File: src/rtl/exu_wb_unit_pkg.sv
// Shared types for the EXU write-back unit: default widths and the buffered result record.
package exu_wb_unit_pkg;

  localparam int XLEN_DEF    = 32;
  localparam int NR_REGS_DEF = 32;
  localparam int REG_IDX_W   = $clog2(NR_REGS_DEF);

  typedef struct packed {
    logic [XLEN_DEF-1:0]  pc;
    logic [XLEN_DEF-1:0]  pc_next;
    logic [REG_IDX_W-1:0] rd;
    logic [XLEN_DEF-1:0]  data;
    logic                 rf_wen;
  } wb_result_t;

endpackage

File: src/rtl/exu_wb_unit_if.sv
// EXU result handshake: the EXU is the master, the write-back unit is the slave.
interface exu_wb_unit_if;
  import exu_wb_unit_pkg::*;

  logic                 exu_valid;
  logic                 exu_ready;
  logic [XLEN_DEF-1:0]  exu_pc;
  logic [XLEN_DEF-1:0]  exu_pc_next;
  logic [REG_IDX_W-1:0] exu_rd;
  logic [XLEN_DEF-1:0]  exu_data;
  logic                 exu_rf_wen;

  modport master (
    output exu_valid,
    output exu_pc,
    output exu_pc_next,
    output exu_rd,
    output exu_data,
    output exu_rf_wen,
    input  exu_ready
  );

  modport slave (
    input  exu_valid,
    input  exu_pc,
    input  exu_pc_next,
    input  exu_rd,
    input  exu_data,
    input  exu_rf_wen,
    output exu_ready
  );

endinterface

File: src/rtl/exu_wb_unit_wb_result_fifo.sv
// Result FIFO between the EXU and register write-back; every slot is visible for hazard matching.
module wb_result_fifo
  import exu_wb_unit_pkg::*;
#(
  parameter  int DEPTH = 2,
  localparam int PTR_W = $clog2(DEPTH),
  localparam int CNT_W = $clog2(DEPTH + 1)
) (
  input  logic             clk,
  input  logic             rst,
  input  logic             push_i,
  input  wb_result_t       wdata_i,
  input  logic             pop_i,
  output logic             full_o,
  output logic [CNT_W-1:0] count_o,
  output logic [PTR_W-1:0] head_idx_o,
  output wb_result_t       entries_o [DEPTH],
  output logic [DEPTH-1:0] entry_vld_o
);

  wb_result_t       mem_q [DEPTH];
  logic [PTR_W-1:0] wptr_q, wptr_d;
  logic [PTR_W-1:0] rptr_q, rptr_d;
  logic [CNT_W-1:0] count_q, count_d;
  logic             push_ok, pop_ok;

  assign full_o     = (count_q == CNT_W'(DEPTH));
  assign push_ok    = push_i && !full_o;
  assign pop_ok     = pop_i && (count_q != '0);
  assign count_o    = count_q;
  assign head_idx_o = rptr_q;

  // DEPTH is a power of two, so pointers wrap by plain overflow.
  always_comb begin
    wptr_d  = wptr_q;
    rptr_d  = rptr_q;
    count_d = count_q;
    if (push_ok) wptr_d = wptr_q + PTR_W'(1);
    if (pop_ok)  rptr_d = rptr_q + PTR_W'(1);
    if (push_ok && !pop_ok)      count_d = count_q + CNT_W'(1);
    else if (pop_ok && !push_ok) count_d = count_q - CNT_W'(1);
  end

  always_ff @(posedge clk or posedge rst) begin
    if (rst) begin
      wptr_q  <= '0;
      rptr_q  <= '0;
      count_q <= '0;
    end else begin
      wptr_q  <= wptr_d;
      rptr_q  <= rptr_d;
      count_q <= count_d;
    end
  end

  // Payload needs no reset: occupancy alone decides which slots are live.
  always_ff @(posedge clk) begin
    if (push_ok) mem_q[wptr_q] <= wdata_i;
  end

  always_comb begin
    for (int i = 0; i < DEPTH; i++) begin
      entries_o[i]   = mem_q[i];
      entry_vld_o[i] = (CNT_W'(PTR_W'(i) - rptr_q) < count_q);
    end
  end

endmodule

File: src/rtl/exu_wb_unit.sv
// Write-back end of the EXU: buffers results, retires one per cycle into the register file,
// emits a commit record and serves two read ports with pending-write flags.
module exu_wb_unit
  import exu_wb_unit_pkg::*;
#(
  parameter  int XLEN    = XLEN_DEF,
  parameter  int NR_REGS = NR_REGS_DEF,
  parameter  int DEPTH   = 2,
  localparam int RIDX_W  = $clog2(NR_REGS),
  localparam int PTR_W   = $clog2(DEPTH),
  localparam int CNT_W   = $clog2(DEPTH + 1)
) (
  input  logic              clk,
  input  logic              rst,
  exu_wb_unit_if.slave      exu,
  input  logic              wb_stall,
  input  logic [RIDX_W-1:0] raddr1,
  input  logic [RIDX_W-1:0] raddr2,
  output logic [XLEN-1:0]   rdata1,
  output logic [XLEN-1:0]   rdata2,
  output logic              busy1,
  output logic              busy2,
  output logic              commit_valid,
  output logic [XLEN-1:0]   commit_pc,
  output logic [XLEN-1:0]   commit_pc_next,
  output logic [RIDX_W-1:0] commit_rd,
  output logic [XLEN-1:0]   commit_data,
  output logic              commit_wen,
  output logic [63:0]       instret
);

  wb_result_t       push_rec;
  wb_result_t       head;
  wb_result_t       fifo_entries [DEPTH];
  logic [DEPTH-1:0] fifo_vld;
  logic [PTR_W-1:0] fifo_head_idx;
  logic [CNT_W-1:0] fifo_count;
  logic             fifo_full;
  logic             push, pop, rf_we;

  logic [XLEN-1:0]  rf_q [NR_REGS];
  logic             commit_valid_q;
  wb_result_t       commit_rec_q;
  logic             commit_wen_q;
  logic [63:0]      instret_q, instret_d;

  // Ready looks only at occupancy so a full FIFO refuses a push even on a popping edge.
  assign exu.exu_ready = !fifo_full && !rst;
  assign push          = exu.exu_valid && exu.exu_ready;
  assign pop           = (fifo_count != '0) && !wb_stall;

  assign push_rec = '{pc:      exu.exu_pc,
                      pc_next: exu.exu_pc_next,
                      rd:      exu.exu_rd,
                      data:    exu.exu_data,
                      rf_wen:  exu.exu_rf_wen};

  wb_result_fifo #(.DEPTH(DEPTH)) u_fifo (
    .clk         (clk),
    .rst         (rst),
    .push_i      (push),
    .wdata_i     (push_rec),
    .pop_i       (pop),
    .full_o      (fifo_full),
    .count_o     (fifo_count),
    .head_idx_o  (fifo_head_idx),
    .entries_o   (fifo_entries),
    .entry_vld_o (fifo_vld)
  );

  assign head      = fifo_entries[fifo_head_idx];
  assign rf_we     = pop && head.rf_wen && (head.rd != '0);
  assign instret_d = instret_q + 64'(pop);

  // Register 0 is never written, so it stays at its reset value of zero.
  always_ff @(posedge clk or posedge rst) begin
    if (rst) begin
      for (int i = 0; i < NR_REGS; i++) rf_q[i] <= '0;
    end else if (rf_we) begin
      rf_q[head.rd] <= head.data;
    end
  end

  always_ff @(posedge clk or posedge rst) begin
    if (rst) begin
      commit_valid_q <= 1'b0;
      commit_rec_q   <= '0;
      commit_wen_q   <= 1'b0;
      instret_q      <= '0;
    end else begin
      commit_valid_q <= pop;
      instret_q      <= instret_d;
      if (pop) begin
        commit_rec_q <= head;
        commit_wen_q <= head.rf_wen && (head.rd != '0);
      end
    end
  end

  // No forwarding from the FIFO; callers use the busy flags to stall instead.
  assign rdata1 = (raddr1 == '0) ? '0 : rf_q[raddr1];
  assign rdata2 = (raddr2 == '0) ? '0 : rf_q[raddr2];

  always_comb begin
    busy1 = 1'b0;
    busy2 = 1'b0;
    for (int i = 0; i < DEPTH; i++) begin
      if (fifo_vld[i] && fifo_entries[i].rf_wen) begin
        if ((fifo_entries[i].rd == raddr1) && (raddr1 != '0)) busy1 = 1'b1;
        if ((fifo_entries[i].rd == raddr2) && (raddr2 != '0)) busy2 = 1'b1;
      end
    end
  end

  assign commit_valid   = commit_valid_q;
  assign commit_pc      = commit_rec_q.pc;
  assign commit_pc_next = commit_rec_q.pc_next;
  assign commit_rd      = commit_rec_q.rd;
  assign commit_data    = commit_rec_q.data;
  assign commit_wen     = commit_wen_q;
  assign instret        = instret_q;

endmodule

File: src/flat_wrapper.sv
// flat-port wrapper written by rule: the top's interface ports become plain ports
module exu_wb_unit_flat import exu_wb_unit_pkg::*;
#(
  parameter  int XLEN    = XLEN_DEF,
  parameter  int NR_REGS = NR_REGS_DEF,
  parameter  int DEPTH   = 2,
  localparam int RIDX_W  = $clog2(NR_REGS),
  localparam int PTR_W   = $clog2(DEPTH),
  localparam int CNT_W   = $clog2(DEPTH + 1)
)
  (clk, rst, wb_stall, raddr1, raddr2, rdata1, rdata2, busy1, busy2, commit_valid, commit_pc, commit_pc_next, commit_rd, commit_data, commit_wen, instret, exu_exu_valid, exu_exu_pc, exu_exu_pc_next, exu_exu_rd, exu_exu_data, exu_exu_rf_wen, exu_exu_ready);
  exu_wb_unit_if exu_i ();
  input  logic clk;
  input  logic rst;
  input  logic wb_stall;
  input  logic [RIDX_W-1:0] raddr1;
  input  logic [RIDX_W-1:0] raddr2;
  output logic [XLEN-1:0] rdata1;
  output logic [XLEN-1:0] rdata2;
  output logic busy1;
  output logic busy2;
  output logic commit_valid;
  output logic [XLEN-1:0] commit_pc;
  output logic [XLEN-1:0] commit_pc_next;
  output logic [RIDX_W-1:0] commit_rd;
  output logic [XLEN-1:0] commit_data;
  output logic commit_wen;
  output logic [63:0] instret;
  input wire logic [$bits(exu_i.exu_valid)-1:0] exu_exu_valid;
  input wire logic [$bits(exu_i.exu_pc)-1:0] exu_exu_pc;
  input wire logic [$bits(exu_i.exu_pc_next)-1:0] exu_exu_pc_next;
  input wire logic [$bits(exu_i.exu_rd)-1:0] exu_exu_rd;
  input wire logic [$bits(exu_i.exu_data)-1:0] exu_exu_data;
  input wire logic [$bits(exu_i.exu_rf_wen)-1:0] exu_exu_rf_wen;
  output wire logic [$bits(exu_i.exu_ready)-1:0] exu_exu_ready;
  assign exu_i.exu_valid = exu_exu_valid;
  assign exu_i.exu_pc = exu_exu_pc;
  assign exu_i.exu_pc_next = exu_exu_pc_next;
  assign exu_i.exu_rd = exu_exu_rd;
  assign exu_i.exu_data = exu_exu_data;
  assign exu_i.exu_rf_wen = exu_exu_rf_wen;
  assign exu_exu_ready = exu_i.exu_ready;
  exu_wb_unit #(.XLEN(XLEN), .NR_REGS(NR_REGS), .DEPTH(DEPTH)) u_core (.clk(clk), .rst(rst), .exu(exu_i), .wb_stall(wb_stall), .raddr1(raddr1), .raddr2(raddr2), .rdata1(rdata1), .rdata2(rdata2), .busy1(busy1), .busy2(busy2), .commit_valid(commit_valid), .commit_pc(commit_pc), .commit_pc_next(commit_pc_next), .commit_rd(commit_rd), .commit_data(commit_data), .commit_wen(commit_wen), .instret(instret));
endmodule
File: config.mk
export PLATFORM = sky130hd
export DESIGN_NAME = exu_wb_unit_flat
export DESIGN_NICKNAME = d
export VERILOG_FILES = /design/src/rtl/exu_wb_unit_pkg.sv /design/src/rtl/exu_wb_unit_if.sv /design/src/rtl/exu_wb_unit_wb_result_fifo.sv /design/src/rtl/exu_wb_unit.sv /design/src/flat_wrapper.sv
export SDC_FILE = /design/constraint.sdc
export NUM_CORES = 2
export LEC_CHECK = 0
export ABC_CLOCK_PERIOD_IN_PS = 77900
export CAP_MARGIN = 20
export CORE_ASPECT_RATIO = 1.75
export CORE_MARGIN = 8
export CORE_UTILIZATION = 45
export CTS_BUF_LIST = sky130_fd_sc_hd__clkbuf_4
export CTS_CLUSTER_SIZE = 25
export DETAILED_ROUTE_END_ITERATION = 7
export GPL_TIMING_DRIVEN = 1
export PLACE_DENSITY_LB_ADDON = 0.15
export REMOVE_ABC_BUFFERS = 1
export SYNTH_ARGS = -nofsm -noshare
export SYNTH_HDL_FRONTEND = slang
export SYNTH_SLANG_ARGS = --single-unit
export TNS_END_PERCENT = 50
File: constraint.sdc
create_clock -name clk -period 77.9 [get_ports clk]
set_clock_uncertainty 0.2 [all_clocks]
set_input_delay 19.475 -clock clk [delete_from_list [all_inputs] [get_ports clk]]
set_output_delay 19.475 -clock clk [all_outputs]
set_load 0.1 [all_outputs]
==> metrics.md <==
| Metric | Value |
|---|---|
| Status | finished, final reports clean |
| GR Util All Layers | 26.5% |
| Buffers and inverters on the worst path | 7 |
| Slew Viols, Final | 0 |
| Clk slew on worst S/H paths | 0.07 ns |
| Post-CTS Setup Repair Bufs | 0 |
| Final hold vios | 0 |
| Vias in the first global route | 49674 |
| Post-CTS Resized | 0 |
| Drt pass-1 iters | 5 |
| Worst VDD drop | 0.0328 mV |
| Yosys top cell area share | 45.1% |
| Initial antenna violation count | 5 |
| Synth Register Bits | 1398 |
| Avg Inst Size Synth | 12.0 sq um |
| Crit start category | primary input |
| Port Buffer Count | 349 |
| Top cells by count, synth | nand2_1, dfrtp_1, o21ai_0, mux4_2, clkbuf_1 |
| Die Span Y | 523 um |
| Total Wirelength | 212000 um |
| Num rows | 186 |
| Die X | 306 um |
| Post-route cell area | 0.0756 sq mm |
| Worst Path Max Fanout | 103 |
| Crit path DAT | 25.18 ns |
| Max Cap Viol | 0 |
| LEAKAGE | 0.0319 uW |
| Crit Path Category | in -> out |
| Vias | 47434 |
| Synth area leaders | dfrtp_1, mux4_2, edfxtp_1 |
| Delay-heaviest family, CP | buffers and inverters |
| Total power | 2550 uW |
| RSZ-0062 raised after global routing | no |
| CTS tree | yes |
| Synth Flop Type | dfrtp_1 |
| GPL Wtd Cong | 0.820 |
| Layout Nets | 5958 |
| Die ar. | 0.160 sq mm |
| Detail Placement HPWL | 124000 um |
| Max Fclk | 22.3 MHz |
| Core area | 0.146 sq mm |
| Largest net degree at the start of global routing | 166 |
| Pwr Density | 33.7 mW/mm^2 |
| Area Growth Syn to Fin | 14.3% |
| Routed Antenna Nets | 0 |
| Post-route setup TNS | 0 ns |
| Fillers | 12907 |
| # hold bufs at CTS | 0 |
| Yosys top cell by area | dfrtp_1 |
| Critical Path Slowest Stage Cell | clkdlybuf4s50_1 |
| Clock tree sinks | 1398 |
| Setup violators final | 0 |
| Hold Path Class | reg -> reg |
| Syn Inst Count | 5528 |
| Initial DRC count | 3467 |
| Max-slew headroom | 19.9% |
| Total gr overflow | 0 |
| Number of synthesized flops with an enable pin | 204 |
| CP max stage delay | 1.29 ns |
| Yosys warning count | 0 |
| Clock Latency Late Sink | 1.27 ns |
| Drt wl/cell | 26.7 um |
| Placed instance area | 0.0713 sq mm |
| CTS root buf | clkbuf_4 |
| Routed vias/inst | 5.95 |
| Share of layout cells above drive strength 1 | 22.2% |
| Crit path top cell by count | buf_4 |
| Clock buffer depth | 4 |
| H-tree Lvls | 5 |
| Critical Path RT | 58.23 ns |
| Most frequent cell after synthesis | nand2_1 |
| Distinct cells, synth | 46 |
| Worst slew pin tran | 1.20 ns |
| Tmin final | 44.85 ns |
| Starting density of the core | 45.2% |
| First-pass GRT wire length | 319000 um |
| Fraction of registers with async set/reset | 85.4% |
| CP Capture Type | output port |
| Seq/Total Area, Yosys | 54.4% |
| DRC violations left | 0 |
| Mapped cell area | 0.0662 sq mm |
| Critical-path cell list | buf_8 -> buf_4 -> buf_12 -> buf_4 -> nor4b_2 -> buf_4 -> buf_4 -> a2111oi_0 -> clkdlybuf4s50_1 |
| CTS Buf Count | 351 |
| Final Cycle Share | 57.6% |
| Ports | 350 |
| Fin util | 51.7% |
-- placed cells by master (no fill, tap or decap), types with 7 or more instances in the layout --
master / Yosys / layout
mux4_2: 510 / 510
diode_2: 0 / 7
clkinv_1: 0 / 66
o21ai_0: 1048 / 1048
buf_4: 46 / 140
o22ai_1: 62 / 62
nand4_1: 24 / 24
a21oi_1: 8 / 8
clkbuf_4: 1 / 512
xnor2_1: 40 / 40
a221oi_1: 62 / 62
nand3_4: 0 / 12
dfrtp_1: 1194 / 1193
mux2_2: 66 / 66
inv_1: 20 / 19
mux2i_1: 167 / 135
xor2_1: 47 / 47
and3_1: 9 / 8
nand2_1: 1250 / 1250
edfxtp_1: 204 / 204
a2111oi_0: 62 / 57
mux2i_2: 0 / 31
clkinv_2: 0 / 7
nand4_4: 0 / 14
nor2_1: 36 / 31
o21ai_1: 44 / 44
nand3_1: 28 / 25
nor3_1: 26 / 26
clkdlybuf4s50_1: 0 / 339
-- area by class of cell --
class	count	area (sq um)	share of cell area, %
clock buffers	512	3840	5.08
clock inverters	82	452	0.597
diodes	7	17.5	0.0232
flip-flops and latches	1398	36000	47.6
repair buffers	501	4700	6.21
multi-input cells	3566	28200	37.3
inverters	20	82.6	0.109
well taps	1880	2350	3.11
-- path summary, 6_finish.rpt --
kind                                               start                    to  slack (ns)  cells after the start
worst min-delay path                   u_core.rf_q[1002]     u_core.rf_q[1002]        0.20                      0
worst min register to register         u_core.rf_q[1002]     u_core.rf_q[1002]        0.20                      0
worst max-delay path                           raddr1[1]             rdata1[5]       33.05                      9
worst max register to register  u_core.u_fifo.head_idx_o      u_core.rf_q[548]       73.61                      7
max in group asynchronous                            rst      u_core.rf_q[979]       55.70                      5
min in group asynchronous                            rst  u_core.commit_pc[13]       18.65                      2
-- cells by family after synthesis --
group	synth area share, %
fa+ha+maj	0.0756
flops	54.4
simple gates	8.83
xor+xnor	1.15
buf+inv	3.70
mux	21.0
compound gates	10.8
-- per-layer routing --
metal | vias to the layer above | share of wire [%] | track usage [%]
li1 | 20944 | - | -
met3 | 569 | 7.3 | 6.44
met4 | 2 | 4.9 | 12.7
met2 | 1909 | 49 | 43.7
met1 | 24010 | 39 | 32.9
met5 | - | 0.0071 | 0
-- flip-flops by register name, summed over array words and instances (netlist names), 2 cells and up --
| name | flops |
|---|---|
| u_core.commit_rd | 5 |
| u_core.u_fifo.count_o | 2 |
| u_core.instret | 64 |
| u_core.rf_q | 1023 |
| u_core.commit_data | 32 |
| u_core.commit_pc | 32 |
| u_core.u_fifo.mem_q | 204 |
| u_core.commit_pc_next | 32 |
-- where the power goes --
group / internal, uW / leakage [uW] / switching (uW)
sequential: 932 / 0.0179 / 137
clock: 316 / 0.00257 / 302
combinational: 301 / 0.0114 / 562
total: 1550 / 0.0319 / 1000
-- stage by stage --
| stage | setup slack, ns | hold slack [ns] | std cells |
|---|---|---|---|
| floorplan | 24.59 | 0.165 | 4984 |
| global placement | 32.82 | 0.177 | 7357 |
| detailed placement | 32.91 | 0.183 | 7363 |
| CTS | 32.89 | 0.198 | 7957 |
| global route | 32.73 | 0.210 | 7965 |
| finish | 33.05 | 0.197 | 7966 |
No activity file was read; power rests on OpenSTA's default activity.
